===== config.mk =====
export PLATFORM = sky130hd
export DESIGN_NAME = pipe_ctrl
export DESIGN_NICKNAME = d
export VERILOG_FILES = /design/src/rtl/pipe_ctrl.sv
export SDC_FILE = /design/constraint.sdc
export NUM_CORES = 1
export LEC_CHECK = 0
export CAP_MARGIN = 10
export CORE_MARGIN = 5
export CORE_UTILIZATION = 45
export CTS_BUF_LIST = sky130_fd_sc_hd__clkbuf_2
export DETAILED_ROUTE_END_ITERATION = 10
export GPL_TIMING_DRIVEN = 0
export PLACE_DENSITY_LB_ADDON = 0.08
export SLEW_MARGIN = 20
export SYNTH_ARGS = -nofsm -noshare
export SYNTH_HDL_FRONTEND = slang
export SYNTH_SLANG_ARGS = --single-unit

===== constraint.sdc =====
create_clock -name clk -period 4 [get_ports clk]
set_clock_uncertainty 0.05 [all_clocks]
set_input_delay 1.2 -clock clk [delete_from_list [all_inputs] [get_ports clk]]
set_output_delay 1.2 -clock clk [all_outputs]
set_load 0.01 [all_outputs]

===== src/rtl/pipe_ctrl.sv =====
// pipe_ctrl: hazard and redirect controller for the five-stage RV32I pipeline.
// Merges stall requests from IF, ID and MEM with taken-branch notifications
// from EX into per-stage stall/clear enables, and sequences PC redirection,
// holding a redirect back until any in-flight instruction fetch has finished.
// Optional macro PIPE_CTRL_PERF_EN adds the stall_cycles and flush_count
// performance counters (ports and logic both absent when undefined).
module pipe_ctrl #(
    parameter logic [31:0] RESET_PC = 32'h0000_0000
) (
    input  logic        clk,
    input  logic        rst,
    input  logic        if_stallreq,
    input  logic        id_stallreq,
    input  logic        mem_stallreq,
    input  logic        ex_branch,
    input  logic [31:0] ex_branch_target,
    output logic [4:0]  stall,
    output logic [4:0]  clear,
    output logic        redirect_valid,
    output logic [31:0] redirect_pc
`ifdef PIPE_CTRL_PERF_EN
    ,
    output logic [31:0] stall_cycles,
    output logic [31:0] flush_count
`endif
);

    typedef enum logic [1:0] {
        RUN      = 2'd0,
        WAIT_IF  = 2'd1,
        REDIRECT = 2'd2
    } state_t;

    state_t      state_reg, state_next;
    logic [31:0] target_reg, target_next;
    logic        branch_accept;

    // A branch is only taken on in RUN and only when MEM is not stalling;
    // otherwise it stays parked in EX and will re-assert later.
    assign branch_accept = (state_reg == RUN) && ex_branch && !mem_stallreq;

    // State and redirect-target registers.
    always_ff @(posedge clk or posedge rst) begin
        if (rst) begin
            state_reg  <= RUN;
            target_reg <= RESET_PC;
        end else begin
            state_reg  <= state_next;
            target_reg <= target_next;
        end
    end

    // Next-state logic: latch the target on acceptance, wait for IF if busy.
    always_comb begin
        state_next  = state_reg;
        target_next = target_reg;
        case (state_reg)
            RUN: begin
                if (branch_accept) begin
                    target_next = ex_branch_target;
                    state_next  = if_stallreq ? WAIT_IF : REDIRECT;
                end
            end
            WAIT_IF: begin
                if (!if_stallreq) begin
                    state_next = REDIRECT;
                end
            end
            REDIRECT: begin
                if (!mem_stallreq) begin
                    state_next = RUN;
                end
            end
            default: begin
                state_next = RUN;
            end
        endcase
    end

    // Output logic: each hazard source ORs in its own stall/clear pattern.
    always_comb begin
        stall          = 5'b00000;
        clear          = 5'b00000;
        redirect_valid = 1'b0;
        redirect_pc    = RESET_PC;
        if (rst) begin
            // Bubble every pipeline register while reset is held.
            clear = 5'b11111;
        end else begin
            if (mem_stallreq) begin
                stall = stall | 5'b01111;
                clear = clear | 5'b10000;
            end
            if (branch_accept) begin
                clear = clear | 5'b00110;
            end
            case (state_reg)
                RUN: begin
                    if (id_stallreq && !branch_accept) begin
                        stall = stall | 5'b00011;
                        clear = clear | 5'b00100;
                    end
                    if (if_stallreq) begin
                        stall = stall | 5'b00001;
                        clear = clear | 5'b00010;
                    end
                end
                WAIT_IF: begin
                    stall = stall | 5'b00001;
                    clear = clear | 5'b00110;
                end
                REDIRECT: begin
                    // Squash the wrong-path fetch sitting in if_id.
                    redirect_valid = 1'b1;
                    redirect_pc    = target_reg;
                    clear          = clear | 5'b00010;
                end
                default: begin
                    stall = stall;
                end
            endcase
        end
    end

`ifdef PIPE_CTRL_PERF_EN
    logic [31:0] stall_cycles_reg;
    logic [31:0] flush_count_reg;

    // Saturating counters: stalled cycles and accepted redirects.
    always_ff @(posedge clk or posedge rst) begin
        if (rst) begin
            stall_cycles_reg <= 32'd0;
            flush_count_reg  <= 32'd0;
        end else begin
            if ((|stall) && (stall_cycles_reg != 32'hFFFF_FFFF)) begin
                stall_cycles_reg <= stall_cycles_reg + 32'd1;
            end
            if (branch_accept && (flush_count_reg != 32'hFFFF_FFFF)) begin
                flush_count_reg <= flush_count_reg + 32'd1;
            end
        end
    end

    assign stall_cycles = stall_cycles_reg;
    assign flush_count  = flush_count_reg;
`endif

endmodule


==> results of run 1 <==
## cell usage after synthesis, types with 2 or more instances
library cell / instances / area (µm²)
and2_1: 32 / 200
inv_1: 6 / 22.5
dfrtp_1: 34 / 851
buf_6: 3 / 33.8
a31oi_1: 3 / 18.8
nor2_1: 2 / 7.51
clkbuf_1: 2 / 7.51
o21ai_1: 2 / 10.0
mux2_1: 12 / 135
buf_4: 5 / 37.5
a21oi_1: 4 / 20.0
mux2_4: 20 / 300
nor2b_1: 3 / 18.8
ha_1: 4 / 50.1
## logic make-up (layout without fill, tap and decap cells)
| kind of cell | count (synthesis) | in the layout | synth area share |
|---|---|---|---|
| buffers and inverters | 17 | 105 | 0.0593 |
| muxes | 32 | 32 | 0.243 |
| adders and majority gates | 4 | 4 | 0.0279 |
| AOI/OAI and AO/OA | 13 | 13 | 0.0461 |
| other | 1 | 1 | 0.00209 |
| and+or+nand+nor | 41 | 41 | 0.147 |
| DFF | 34 | 34 | 0.475 |
## routing by layer
| metal | share of wire | routed length, µm | vias to the layer above | track usage |
|---|---|---|---|---|
| met4 | 0.0051 | 21 | 0 | 0.0512 |
| li1 | - | - | 645 | - |
| met2 | 0.49 | 2000 | 59 | 0.264 |
| met3 | 0.092 | 379 | 2 | 0.0592 |
| met1 | 0.41 | 1700 | 621 | 0.196 |
| met5 | 0 | 0 | - | 0 |
## worst max-delay path: stages
cell             delay (ns)
clkdlybuf4s50_1        0.50
nor2b_1                0.14
o21ai_1                0.06
a21oi_1                0.18
clkdlybuf4s50_1        0.58
## cell type report
class                      count  share of cell area
tap                           50              0.0229
clock inverter                 3              0.0147
clock buffer                   5             0.00916
timing repair buffer          80               0.292
sequential                    34               0.311
inverter                       6             0.00916
buffer                        11              0.0316
multi-input combinational     91               0.309
## worst max-delay path by stage
stage | start | to | cells after the start
floorplan | rst | clear[2] | 2
global placement | rst | clear[2] | 4
detailed placement | rst | redirect_pc[7] | 5
CTS | mem_stallreq | clear[2] | 5
global route | id_stallreq | stall[0] | 5
finish | id_stallreq | stall[0] | 5
## report_power, final
part,switching (mW),internal (mW),total [mW]
Combinational,0.270,0.465,0.735
Clock,0.115,0.104,0.218
Sequential,0.0875,0.515,0.603
Total,0.472,1.08,1.56
## what timing repair did
item,in CTS,in global routing
setup endpoints to repair,34,31
buffers inserted,1,0
gates cloned,0,0
gates resized for setup,6,4
==> results.sh, run 1 <==
export IMPL_finalHoldWorstSlack_ns=0.455
export IMPL_cts_buffer_depth=2
export IMPL_period_minus_slack_ns=3.91
export IMPL_critical_path_class="input pin to output pin"
export IMPL_netlist_area_um2=1790
export IMPL_rows=23
export IMPL_yosys_warnings=0
export IMPL_grt_max_degree=36
export IMPL_ant_nets=0
export IMPL_final_cells=280
export IMPL_status="finished clean"
export IMPL_period_share=0.978
export IMPL_final_fill_count=298
export IMPL_syn_inst=142
export IMPL_min_to="target_reg[20]"
export IMPL_hpwl_um=3130
export IMPL_rr_startpoint="state_reg[0]"
export IMPL_grt_overflow=0
export IMPL_grt_pass1_vias=1466
export IMPL_final_util=0.693
export IMPL_critPathLaunchType="input pin"
export IMPL_viasPerCell=4.74
export IMPL_synthFlopType="dfrtp_1"
export IMPL_clock_sinks=34
export IMPL_path_clk_slew_ns=0.17
export IMPL_required_ns=2.75
export IMPL_grt_total_usage=0.161
export IMPL_cap_violations=0
export IMPL_finalSetupTns_ns=0
export IMPL_drc=0
export IMPL_placed_area_um2=2650
export IMPL_syn_to_final_growth_pct=52.3
export IMPL_synth_cell_types=24
export IMPL_drt_iter0_drc=44
export IMPL_coreArea_um2=3940
export IMPL_port_buffers=79
export IMPL_die_h_um=73.1
export IMPL_insertedDiodeCount=0
export IMPL_rr_worst_depth=7
export IMPL_pin_count=81
export IMPL_ys_seq_area_frac=0.475
export IMPL_min_path_cells=1
export IMPL_syn_nets=184
export IMPL_postRouteWirelength_um=4100
export IMPL_setup_slack_ns=0.0892
export IMPL_max_vdd_ir_drop_v=0.000295
export IMPL_synth_edf_count=0
export IMPL_final_nets=271
export IMPL_dp_cells=271
export IMPL_register_area_um2=851
export IMPL_cp_end_kind="output pin"
export IMPL_r2r_end="target_reg[5]"
export IMPL_ff2ff_setup_slack_ns=2.21
export IMPL_die_w_um=73.1
export IMPL_largest_reg_flops=32
export IMPL_cts_tree="done"
export IMPL_p_leak_nw=1.26
export IMPL_place_ws_ns=-0.514
export IMPL_wl_per_cell_um=14.7
export IMPL_final_max_slew_viol_count=0
export IMPL_insertion_delay_ns=0.36
export IMPL_synth_async_reset_ratio=1.00
export IMPL_stdcell_area_um2=2730
export IMPL_cts_hold_buf=0
export IMPL_final_common_cell="clkdlybuf4s50_1"
export IMPL_min_from="target_reg[20]"
export IMPL_setup_viol=0
export IMPL_multi_input_area_um2=843
export IMPL_initial_core_util=0.455
export IMPL_path_max_fanout=3
export IMPL_hold_path_class="flip-flop to flip-flop"
export IMPL_grt_pass1_wl_um=6690
export IMPL_drive_gt1_frac=0.191
export IMPL_htreeDepth=2
export IMPL_final_cell_mix="clkdlybuf4s50_1, dfrtp_1, and2_1, mux2_4, mux2_1"
export IMPL_antenna_found_initial=0
export IMPL_hold_viol=0
export IMPL_gp_congestion=0.749
export IMPL_power_density_nw_per_um2=570
export IMPL_dr_pass1_iters=4
export IMPL_avgSynthCellArea_um2=12.6
export IMPL_rsz0062_at_grt="false"
export IMPL_ys_ff_latch=34
export IMPL_vias=1327
export IMPL_numCtsBuffers=5
export IMPL_power_mw=1.56
export IMPL_fmax_mhz=256
export IMPL_cts_root_buf="clkbuf_2"
export IMPL_die_area_um2=5350
export IMPL_cp_arrival_ns=2.66
No activity file was read; power rests on OpenSTA's default activity.
==> inputs of run 2 (changes only) <==
--- a/config.mk
+++ b/config.mk
@@ -6,7 +6,7 @@
 export NUM_CORES = 1
 export LEC_CHECK = 0
 export CAP_MARGIN = 10
-export CORE_MARGIN = 5
+export CORE_MARGIN = 1.5
 export CORE_UTILIZATION = 45
 export CTS_BUF_LIST = sky130_fd_sc_hd__clkbuf_2
 export DETAILED_ROUTE_END_ITERATION = 10
==> run 2 against run 1 <==
Non-clock buffer count grew 1. Die area shrank 18%. Sequential share of layout area grew 0.14 points. Cell count shrank 0.36%. First-iteration DRC count grew 45%. Critical endpoint is now redirect_pc[11]. Largest power group unchanged. Highest routed layer unchanged.
==> results.sh, run 2 (same netlist as run 1, synthesis figures left out) <==
export IMPL_status="finished clean"
export IMPL_path_clk_slew_ns=0.15
export IMPL_coreArea_um2=3740
export IMPL_cts_hold_buf=0
export IMPL_final_max_slew_viol_count=0
export IMPL_die_h_um=66.1
export IMPL_rsz0062_at_grt="false"
export IMPL_finalHoldWorstSlack_ns=0.457
export IMPL_critical_path_max_stage_delay_ns=0.54
export IMPL_crit_end="redirect_pc[11]"
export IMPL_grt_total_usage=0.198
export IMPL_ff2ff_setup_slack_ns=2.24
export IMPL_htreeDepth=2
export IMPL_antenna_found_initial=0
export IMPL_power_switching_share=0.315
export IMPL_startpoint="rst"
export IMPL_hpwl_um=3010
export IMPL_numCtsBuffers=5
export IMPL_viasPerCell=4.90
export IMPL_power_frac_comb=0.494
export IMPL_power_share_clock=0.100
export IMPL_final_common_cell="clkdlybuf4s50_1"
export IMPL_drt_iter0_drc=64
export IMPL_vias=1367
export IMPL_required_ns=2.75
export IMPL_grt_pass1_vias=1447
export IMPL_rr_worst_depth=7
export IMPL_syn_to_final_growth_pct=51.6
export IMPL_hold_viol=0
export IMPL_max_vdd_ir_drop_v=0.000329
export IMPL_drive_gt1_frac=0.186
export IMPL_finalSetupTns_ns=0
export IMPL_power_mw=1.50
export IMPL_cap_violations=0
export IMPL_cp_end_kind="output pin"
export IMPL_grt_overflow=0
export IMPL_period_share=0.983
export IMPL_largest_reg_flops=32
export IMPL_initial_core_util=0.479
export IMPL_rows=22
export IMPL_die_w_um=66.1
export IMPL_hold_path_class="flip-flop to flip-flop"
export IMPL_die_area_um2=4370
export IMPL_p_int_mw=1.03
export IMPL_seq_power_share=0.406
export IMPL_r2r_end="target_reg[5]"
export IMPL_clock_sinks=34
export IMPL_grt_pass1_wl_um=6540
export IMPL_cts_root_buf="clkbuf_2"
export IMPL_dr_pass1_iters=4
export IMPL_grt_max_degree=36
export IMPL_path_delay_family="buffers and inverters"
export IMPL_switchingPower_uw=472
export IMPL_critical_path_depth=5
export IMPL_p_leak_nw=1.27
export IMPL_pin_count=81
export IMPL_crit_buf_inv=3
export IMPL_power_density_nw_per_um2=551
export IMPL_cp_arrival_ns=2.68
export IMPL_fmax_mhz=254
export IMPL_gp_congestion=0.649
export IMPL_cts_buffer_depth=2
export IMPL_path_cells="dlygate4sd2_1, nor2b_4, clkbuf_2, and2_1, clkdlybuf4s50_1"
export IMPL_rr_startpoint="state_reg[0]"
export IMPL_setup_viol=0
export IMPL_period_minus_slack_ns=3.93
export IMPL_wl_per_cell_um=14.5
export IMPL_postRouteWirelength_um=4060
export IMPL_insertion_delay_ns=0.34
export IMPL_final_nets=272
export IMPL_port_buffers=79
export IMPL_crit_path_top_delay_cell="clkdlybuf4s50_1"
export IMPL_insertedDiodeCount=0
export IMPL_critPathLaunchType="input pin"
export IMPL_critical_path_class="input pin to output pin"
export IMPL_path_max_fanout=10
export IMPL_final_cell_mix="clkdlybuf4s50_1, dfrtp_1, and2_1, mux2_4, mux2_1"
export IMPL_drc=0
export IMPL_cts_tree="done"
export IMPL_ant_nets=0
[run 2: per-layer routing]
metal | up-vias | GRT usage | routed length [µm]
met2 | 68 | 0.351 | 2060
met1 | 647 | 0.226 | 1660
li1 | 645 | - | -
met5 | - | 0 | 0
met4 | 0 | 0.0714 | 53
met3 | 7 | 0.0562 | 287
[run 2: power by group through the flow]
| stage | Sequential [mW] | Combinational, mW | Clock, mW |
|---|---|---|---|
| 6_report | 0.609 | 0.740 | 0.149 |
| 5_1_grt | 0.633 | 0.796 | 0.174 |
| 4_1_cts | 0.607 | 0.745 | 0.155 |
| 3_5_place_dp | 0.613 | 0.732 | 0 |
| 3_3_place_gp | 0.597 | 0.706 | 0 |
| 2_1_floorplan | 0.580 | 0.464 | 0 |
[run 2: how the worst min path moves through the flow]
stage                        start              to  depth (start not counted)
finish              target_reg[25]  target_reg[25]                          1
global placement    target_reg[29]  target_reg[29]                          1
detailed placement  target_reg[25]  target_reg[25]                          1
CTS                 target_reg[25]  target_reg[25]                          1
global route        target_reg[23]  target_reg[23]                          1
floorplan           target_reg[19]  target_reg[19]                          1
[run 2: area by class of cell]
class | instances | area [µm²]
Clock inverter | 2 | 8.76
Buffer | 11 | 86.3
Sequential cell | 34 | 851
Multi-Input combinational cell | 91 | 843
Inverter | 6 | 25.0
Timing Repair Buffer | 81 | 815
Clock buffer | 6 | 30.0
Fill cell | 264 | 1020
Tap cell | 48 | 60.1
[run 2: stage by stage]
stage | util | cells | setup slack [ns] | instance area (µm²)
global placement | 0.706 | 269 | -0.776 | 2640
global route | 0.726 | 279 | 0.000841 | 2720
CTS | 0.722 | 278 | 0.0143 | 2700
floorplan | - | 142 | 0.529 | 1790
finish | 0.726 | 279 | 0.0680 | 2720
detailed placement | 0.706 | 269 | -0.494 | 2640
[run 2: repair_timing]
action	CTS	global route
buffers inserted	1	1
endpoints found under the setup margin	34	23
gates resized for setup	6	5
